===== src/rtl/ccff_loader_pkg.sv =====
// Shared definitions for the ccff chain loader: FSM state encoding and
// the counter-width helper used to size the chain and bit counters.
package ccff_loader_pkg;

    typedef enum logic [1:0] {
        ST_IDLE  = 2'd0,
        ST_FETCH = 2'd1,
        ST_SHIFT = 2'd2,
        ST_DONE  = 2'd3
    } state_e;

    // Width of a counter that must hold every value 0..n inclusive.
    function automatic int cnt_width(input int n);
        return (n < 1) ? 1 : $clog2(n + 1);
    endfunction

endpackage


===== src/rtl/ccff_word_shifter.sv =====
// One host word in flight: a PISO feeding the chain head and a SIPO
// collecting the chain tail, plus the bit index within the current word.
// The SIPO keeps only WORD_W-1 bits; the final tail bit of a word is
// merged combinationally in o_sipo_next so the readback word is ready
// in the same cycle as the last shift.
module ccff_word_shifter
    import ccff_loader_pkg::*;
#(
    parameter int WORD_W = 8
) (
    input  logic              i_clk,
    input  logic              i_rst,
    input  logic              i_load,
    input  logic [WORD_W-1:0] i_load_data,
    input  logic              i_shift,
    input  logic              i_ser_in,
    output logic              o_ser_out,
    output logic [WORD_W-1:0] o_sipo_next,
    output logic              o_last_bit
);
    localparam int IDX_W = cnt_width(WORD_W - 1);

    logic [WORD_W-1:0] r_piso;
    logic [WORD_W-2:0] r_sipo;
    logic [IDX_W-1:0]  r_bit_idx;

    assign o_ser_out   = r_piso[WORD_W-1];
    assign o_sipo_next = {r_sipo, i_ser_in};
    assign o_last_bit  = (r_bit_idx == IDX_W'(WORD_W - 1));

    // Load a fresh word (clearing readback so partial words come out
    // right-aligned), or advance both shift registers by one bit.
    always_ff @(posedge i_clk or posedge i_rst) begin
        // NOTE: registers take non-blocking assignments so every flop in
        // the design samples pre-edge values regardless of block order.
        if (i_rst) begin
            r_piso    <= '0;
            r_sipo    <= '0;
            r_bit_idx <= '0;
        end else if (i_load) begin
            r_piso    <= i_load_data;
            r_sipo    <= '0;
            r_bit_idx <= '0;
        end else if (i_shift) begin
            r_piso    <= {r_piso[WORD_W-2:0], 1'b0};
            r_sipo    <= o_sipo_next[WORD_W-2:0];
            r_bit_idx <= r_bit_idx + 1'b1;
        end
    end

endmodule


===== src/rtl/ccff_chain_loader.sv =====
// Loads the fabric ccff chain from host words: fetch a word over
// valid/ready, shift it MSB-first onto ccff_head with the chain clock
// enabled, and return the bits pushed out of ccff_tail as readback.
// abort and pReset both cut the chain clock without waiting for an edge.
module ccff_chain_loader
    import ccff_loader_pkg::*;
#(
    parameter int CHAIN_LEN = 64,
    parameter int WORD_W    = 8
) (
    input  logic              prog_clk,
    input  logic              pReset,
    input  logic              start,
    input  logic              abort,
    input  logic [WORD_W-1:0] wr_data,
    input  logic              wr_valid,
    output logic              wr_ready,
    output logic [WORD_W-1:0] rd_data,
    output logic              rd_valid,
    output logic              ccff_head,
    input  logic              ccff_tail,
    output logic              chain_clk_en,
    output logic              busy,
    output logic              done
);
    localparam int CNT_W = cnt_width(CHAIN_LEN);

    state_e            r_state;
    state_e            w_next_state;
    logic [CNT_W-1:0]  r_chain_cnt;
    logic              r_rd_valid;
    logic [WORD_W-1:0] r_rd_data;
    logic              w_load;
    logic              w_shift;
    logic              w_last_bit;
    logic              w_last_chain;
    logic              w_word_end;
    logic              w_ser_out;
    logic [WORD_W-1:0] w_sipo_next;

    assign w_load       = (r_state == ST_FETCH) && wr_valid && !abort;
    assign w_shift      = (r_state == ST_SHIFT) && !abort;
    assign w_last_chain = (r_chain_cnt == CNT_W'(CHAIN_LEN - 1));
    assign w_word_end   = w_shift && (w_last_bit || w_last_chain);

    ccff_word_shifter #(
        .WORD_W (WORD_W)
    ) u_shifter (
        .i_clk       (prog_clk),
        .i_rst       (pReset),
        .i_load      (w_load),
        .i_load_data (wr_data),
        .i_shift     (w_shift),
        .i_ser_in    (ccff_tail),
        .o_ser_out   (w_ser_out),
        .o_sipo_next (w_sipo_next),
        .o_last_bit  (w_last_bit)
    );

    // State register.
    always_ff @(posedge prog_clk or posedge pReset) begin
        if (pReset) r_state <= ST_IDLE;
        else        r_state <= w_next_state;
    end

    // Next-state logic; abort overrides everything, including start in IDLE.
    always_comb begin
        // NOTE: default first so every path assigns and no latch is inferred.
        w_next_state = r_state;
        if (abort) begin
            w_next_state = ST_IDLE;
        end else begin
            unique case (r_state)
                ST_IDLE:  if (start)    w_next_state = ST_FETCH;
                ST_FETCH: if (wr_valid) w_next_state = ST_SHIFT;
                ST_SHIFT: if (w_last_bit || w_last_chain)
                              w_next_state = w_last_chain ? ST_DONE : ST_FETCH;
                ST_DONE:  w_next_state = ST_IDLE;
                default:  w_next_state = ST_IDLE;
            endcase
        end
    end

    // Moore outputs, with abort gating the chain clock and handshake at once.
    always_comb begin
        wr_ready     = (r_state == ST_FETCH) && !abort;
        chain_clk_en = w_shift;
        busy         = (r_state != ST_IDLE);
        done         = (r_state == ST_DONE) && !abort;
    end

    // Chain bit count for the whole load, restarted by an accepted start.
    always_ff @(posedge prog_clk or posedge pReset) begin
        if (pReset)                                     r_chain_cnt <= '0;
        else if (r_state == ST_IDLE && start && !abort) r_chain_cnt <= '0;
        else if (w_shift)                               r_chain_cnt <= r_chain_cnt + 1'b1;
    end

    // Readback word and its one-cycle valid pulse at every completed word.
    always_ff @(posedge prog_clk or posedge pReset) begin
        if (pReset) begin
            r_rd_valid <= 1'b0;
            r_rd_data  <= '0;
        end else begin
            r_rd_valid <= w_word_end;
            if (w_word_end) r_rd_data <= w_sipo_next;
        end
    end

    assign rd_valid  = r_rd_valid;
    assign rd_data   = r_rd_data;
    assign ccff_head = w_ser_out;

endmodule


===== config.mk =====
export PLATFORM = sky130hd
export DESIGN_NAME = ccff_chain_loader
export DESIGN_NICKNAME = d
export VERILOG_FILES = /design/src/rtl/ccff_loader_pkg.sv /design/src/rtl/ccff_word_shifter.sv /design/src/rtl/ccff_chain_loader.sv
export SDC_FILE = /design/constraint.sdc
export NUM_CORES = 1
export LEC_CHECK = 0
export CAP_MARGIN = 20
export CORE_ASPECT_RATIO = 0.7
export CORE_MARGIN = 3
export CORE_UTILIZATION = 33
export CTS_CLUSTER_DIAMETER = 120
export DETAILED_ROUTE_END_ITERATION = 12
export PLACE_DENSITY = 0.65
export SLEW_MARGIN = 40
export SYNTH_ARGS = -nofsm -noshare
export SYNTH_HDL_FRONTEND = slang
export SYNTH_SLANG_ARGS = --single-unit
export TNS_END_PERCENT = 20

===== constraint.sdc =====
create_clock -name prog_clk -period 1.75 [get_ports prog_clk]
set_input_delay 0.175 -clock prog_clk [delete_from_list [all_inputs] [get_ports prog_clk]]
set_output_delay 0.175 -clock prog_clk [all_outputs]
set_load 0.005 [all_outputs]

==> impl_results.md <==
- CTS tree: yes
- Routability cong.: around 0.80
- CTS root buf: clkbuf_8
- Vias in the first global route: between 1000 and 1500
- Final Power: 2.06 mW
- Post-synth top area cell: dfrtp_1
- Global-route wire length before repair: 5950 um
- Max clock buf depth: 2
- Worst Path Max Fanout: 7
- Async S/R FF share, synth: 1.00
- Total CTS buffers: 5
- Switching share of power: 0.249
- Overall die area: approximately 5800 um2
- Slew Limit Fails: 0
- Reg clk slew, reported paths: ~0.07 ns
- Initial DRC count: 114
- Area contributors post-synth: dfrtp_1 55%, nand2_1 9.2%, a21oi_1 4.6%, o21ai_0 3.4%, mux2i_1 3.1%
- Internal: between 1.5 and 2 mW
- Sequential share of the synthesized area: 0.552
- Via count: 1357
- Area of the mapped netlist: 1630 um2
- Switching pwr: 0.514 mW
- Hold_buf cts: 0
- Yosys top cell area share: 0.552
- Syn Area/Cell: 9.77 um2
- Final Critical Period: 1.68 ns
- Setup ws final: around 0.069 ns
- Worst clock skew: around 0.0066 ns
- Synthesis-to-layout area growth: 36.3%
- Gate power share: 0.152
- Critical path cell sequence: or3b_4 > buf_4 > or4_1 > a21oi_1
- Worst Hold Class: input pin to async pin
- Layout Utilization: 0.488
- Cell Pwr Density: 928 nW/um2
- Htree depth: 2
- Total leakage power: 0.989 nW
- Clk pwr share: 0.352
- Initial Util: 0.358
- Fin area: 2220 um2
- Final hold violations: 0
- Syn Nets: between 150 and 200
- Final Cycle Share: 0.961
- Kind of critical path: flop to flop
- CORE AREA: ~4600 um2
- Yosys reg bits: 36
- Crit-path max cell delay: 0.51 ns
- Later-pin clock latency in the skew report: 0.29 ns
- Worst EP required: 1.96 ns
- YS warnings: 0
- Reg power frac: 0.497
- Dominant synthesized flop cell: dfrtp_1
- Drt pass-1 iters: 4
- DRT antenna net count: 0
- Total grt overflow: 0
- Post-Route WL: roughly 3700 um
- Reg2reg path depth: 4
- Die X: 90.0 um
- Post-Place Setup Slack: -0.216 ns
- Die Height: 64.8 um
- HPWL Detailed: 2470 um
- DRC violations left: 0
- Vias/cell: 4.92
- RSZ-0062 raised after global routing: no
- Post-synth EDFFs: 0
- Startpoint types: flop
- GRT Total Usage: 0.130
- Mapped Cells: 167
- Max Freq: 595 MHz
- FP Rows: 20
- I/O Buffers: 27
- Worst-Margin Slew: around 0.46 ns
- Distinct cell type count of the synthesized netlist: 32
- Routed length per instance: 13.2 um
- Max_cap viols: 0
- CP Capture Type: flop
- Largest net degree at the start of global routing: 37
- Placed Area: 2090 um2
- Ant diodes: 0
- Final-report setup violation count: 0
- Slowest cell on the critical path: or4_1
- # nets final: 226
- Layout cells sized above 1: 0.157
- Peak VDD IR: 0.000423 V
- CTS sink count: 36
- CP arrival: 1.89 ns
- Status: finished clean
- Slew headroom: 0.691
- Number of I/O pins: 28
- Initial antenna violation count: 0
[kinds of logic (layout without fill, tap and decap cells)]
logic type      after synthesis  in the layout  synth area share
compound gates               41             41             0.144
xor+xnor                      1              1           0.00537
fa+ha+maj                     3              3            0.0230
buf+inv                      16             59            0.0460
flops                        36             36             0.552
mux                           5              5            0.0307
simple gates                 65             65             0.199
[metrics by stage]
stage	setup TNS (ns)	std cells	hold slack, ns
floorplan	0	167	0.292
global placement	-2.97	266	0.489
detailed placement	-3.83	266	0.498
CTS	0	275	0.308
global route	0	276	0.355
finish	0	276	0.297
[sequential cells by signal, indices dropped and copies added (netlist names)]
signal,count
u_shifter.r_piso,8
u_shifter.r_sipo,7
r_chain_cnt,7
rd_data,8
rd_valid,1
r_state,2
u_shifter.r_bit_idx,3
[worst paths after layout]
path	startpoint	end	slack, ns
max reg2reg	r_state[0]	r_chain_cnt[5]	0.07
min	pReset	u_shifter.r_piso[7]	0.30
max	r_state[0]	r_chain_cnt[5]	0.07
max in group asynchronous	pReset	u_shifter.r_piso[0]	1.13
min in group prog_clk	wr_data[2]	u_shifter.r_piso[2]	0.44
min reg2reg	r_chain_cnt[0]	r_chain_cnt[0]	0.50
[cell type report]
cell class / instances / area, um2
fill: 440 / 2330
timing repair buffer: 47 / 440
clock buffer: 6 / 72.6
tap: 66 / 82.6
sequential: 36 / 901
clock inverter: 2 / 35.0
inverter: 4 / 17.5
multi-input combinational: 115 / 676
[layout by cell type (no fill, tap or decap), types with 2 or more instances in the layout]
cell type	count
a221o_1	2
nor3b_1	3
or3_1	5
o21ai_0	11
buf_4	18
inv_1	3
dlymetal6s2s_1	2
nand3_1	2
a21oi_1	15
a31oi_1	3
o22ai_1	8
mux2i_1	5
clkdlybuf4s50_1	24
dfrtp_1	36
clkbuf_8	5
nand2_1	40
nor2_1	6
ha_1	2
[Yosys cell counts, drive strengths merged (2+ instances only)]
cell,count
ha,3
mux2i,5
o22ai,8
inv,4
clkbuf,6
buf,6
nor3b,3
dfrtp,36
or3,5
nand2,40
o21ai,11
nor2,6
a221o,2
nand3,2
a21oi,15
a31oi,3
[routing by layer]
metal,vias to the layer above,global-route usage,part of all wire
met4,0,0.0515,0.0077
met3,4,0.0406,0.053
met5,-,0,0
met1,651,0.190,0.53
met2,39,0.175,0.41
li1,663,-,-
[worst max-delay path, delay by kind of cell, from the launching register on]
kind                   cells  cell delay, ns
buffers and inverters      1            0.18
flip-flops                 1            0.38
AO/OA/AOI/OAI              1            0.14
AND/OR/NAND/NOR            2            0.91
[power groups by stage]
stage                     Combinational [mW]  Clock (mW)  Sequential [mW]
after global routing                   0.356       0.786             1.04
after global placement                 0.310           0             1.04
after floorplan                        0.197           0             1.02
after CTS                              0.319       0.745             1.02
after detailed placement               0.316           0             1.04
final                                  0.313       0.725             1.03
[what timing repair did]
item	CTS	global route
cloned	0	1
endpoints found under the setup margin	1	11
pin swaps	1	1
buffers inserted	1	0
resized for setup	3	5
No activity file was read; power rests on OpenSTA's default activity.
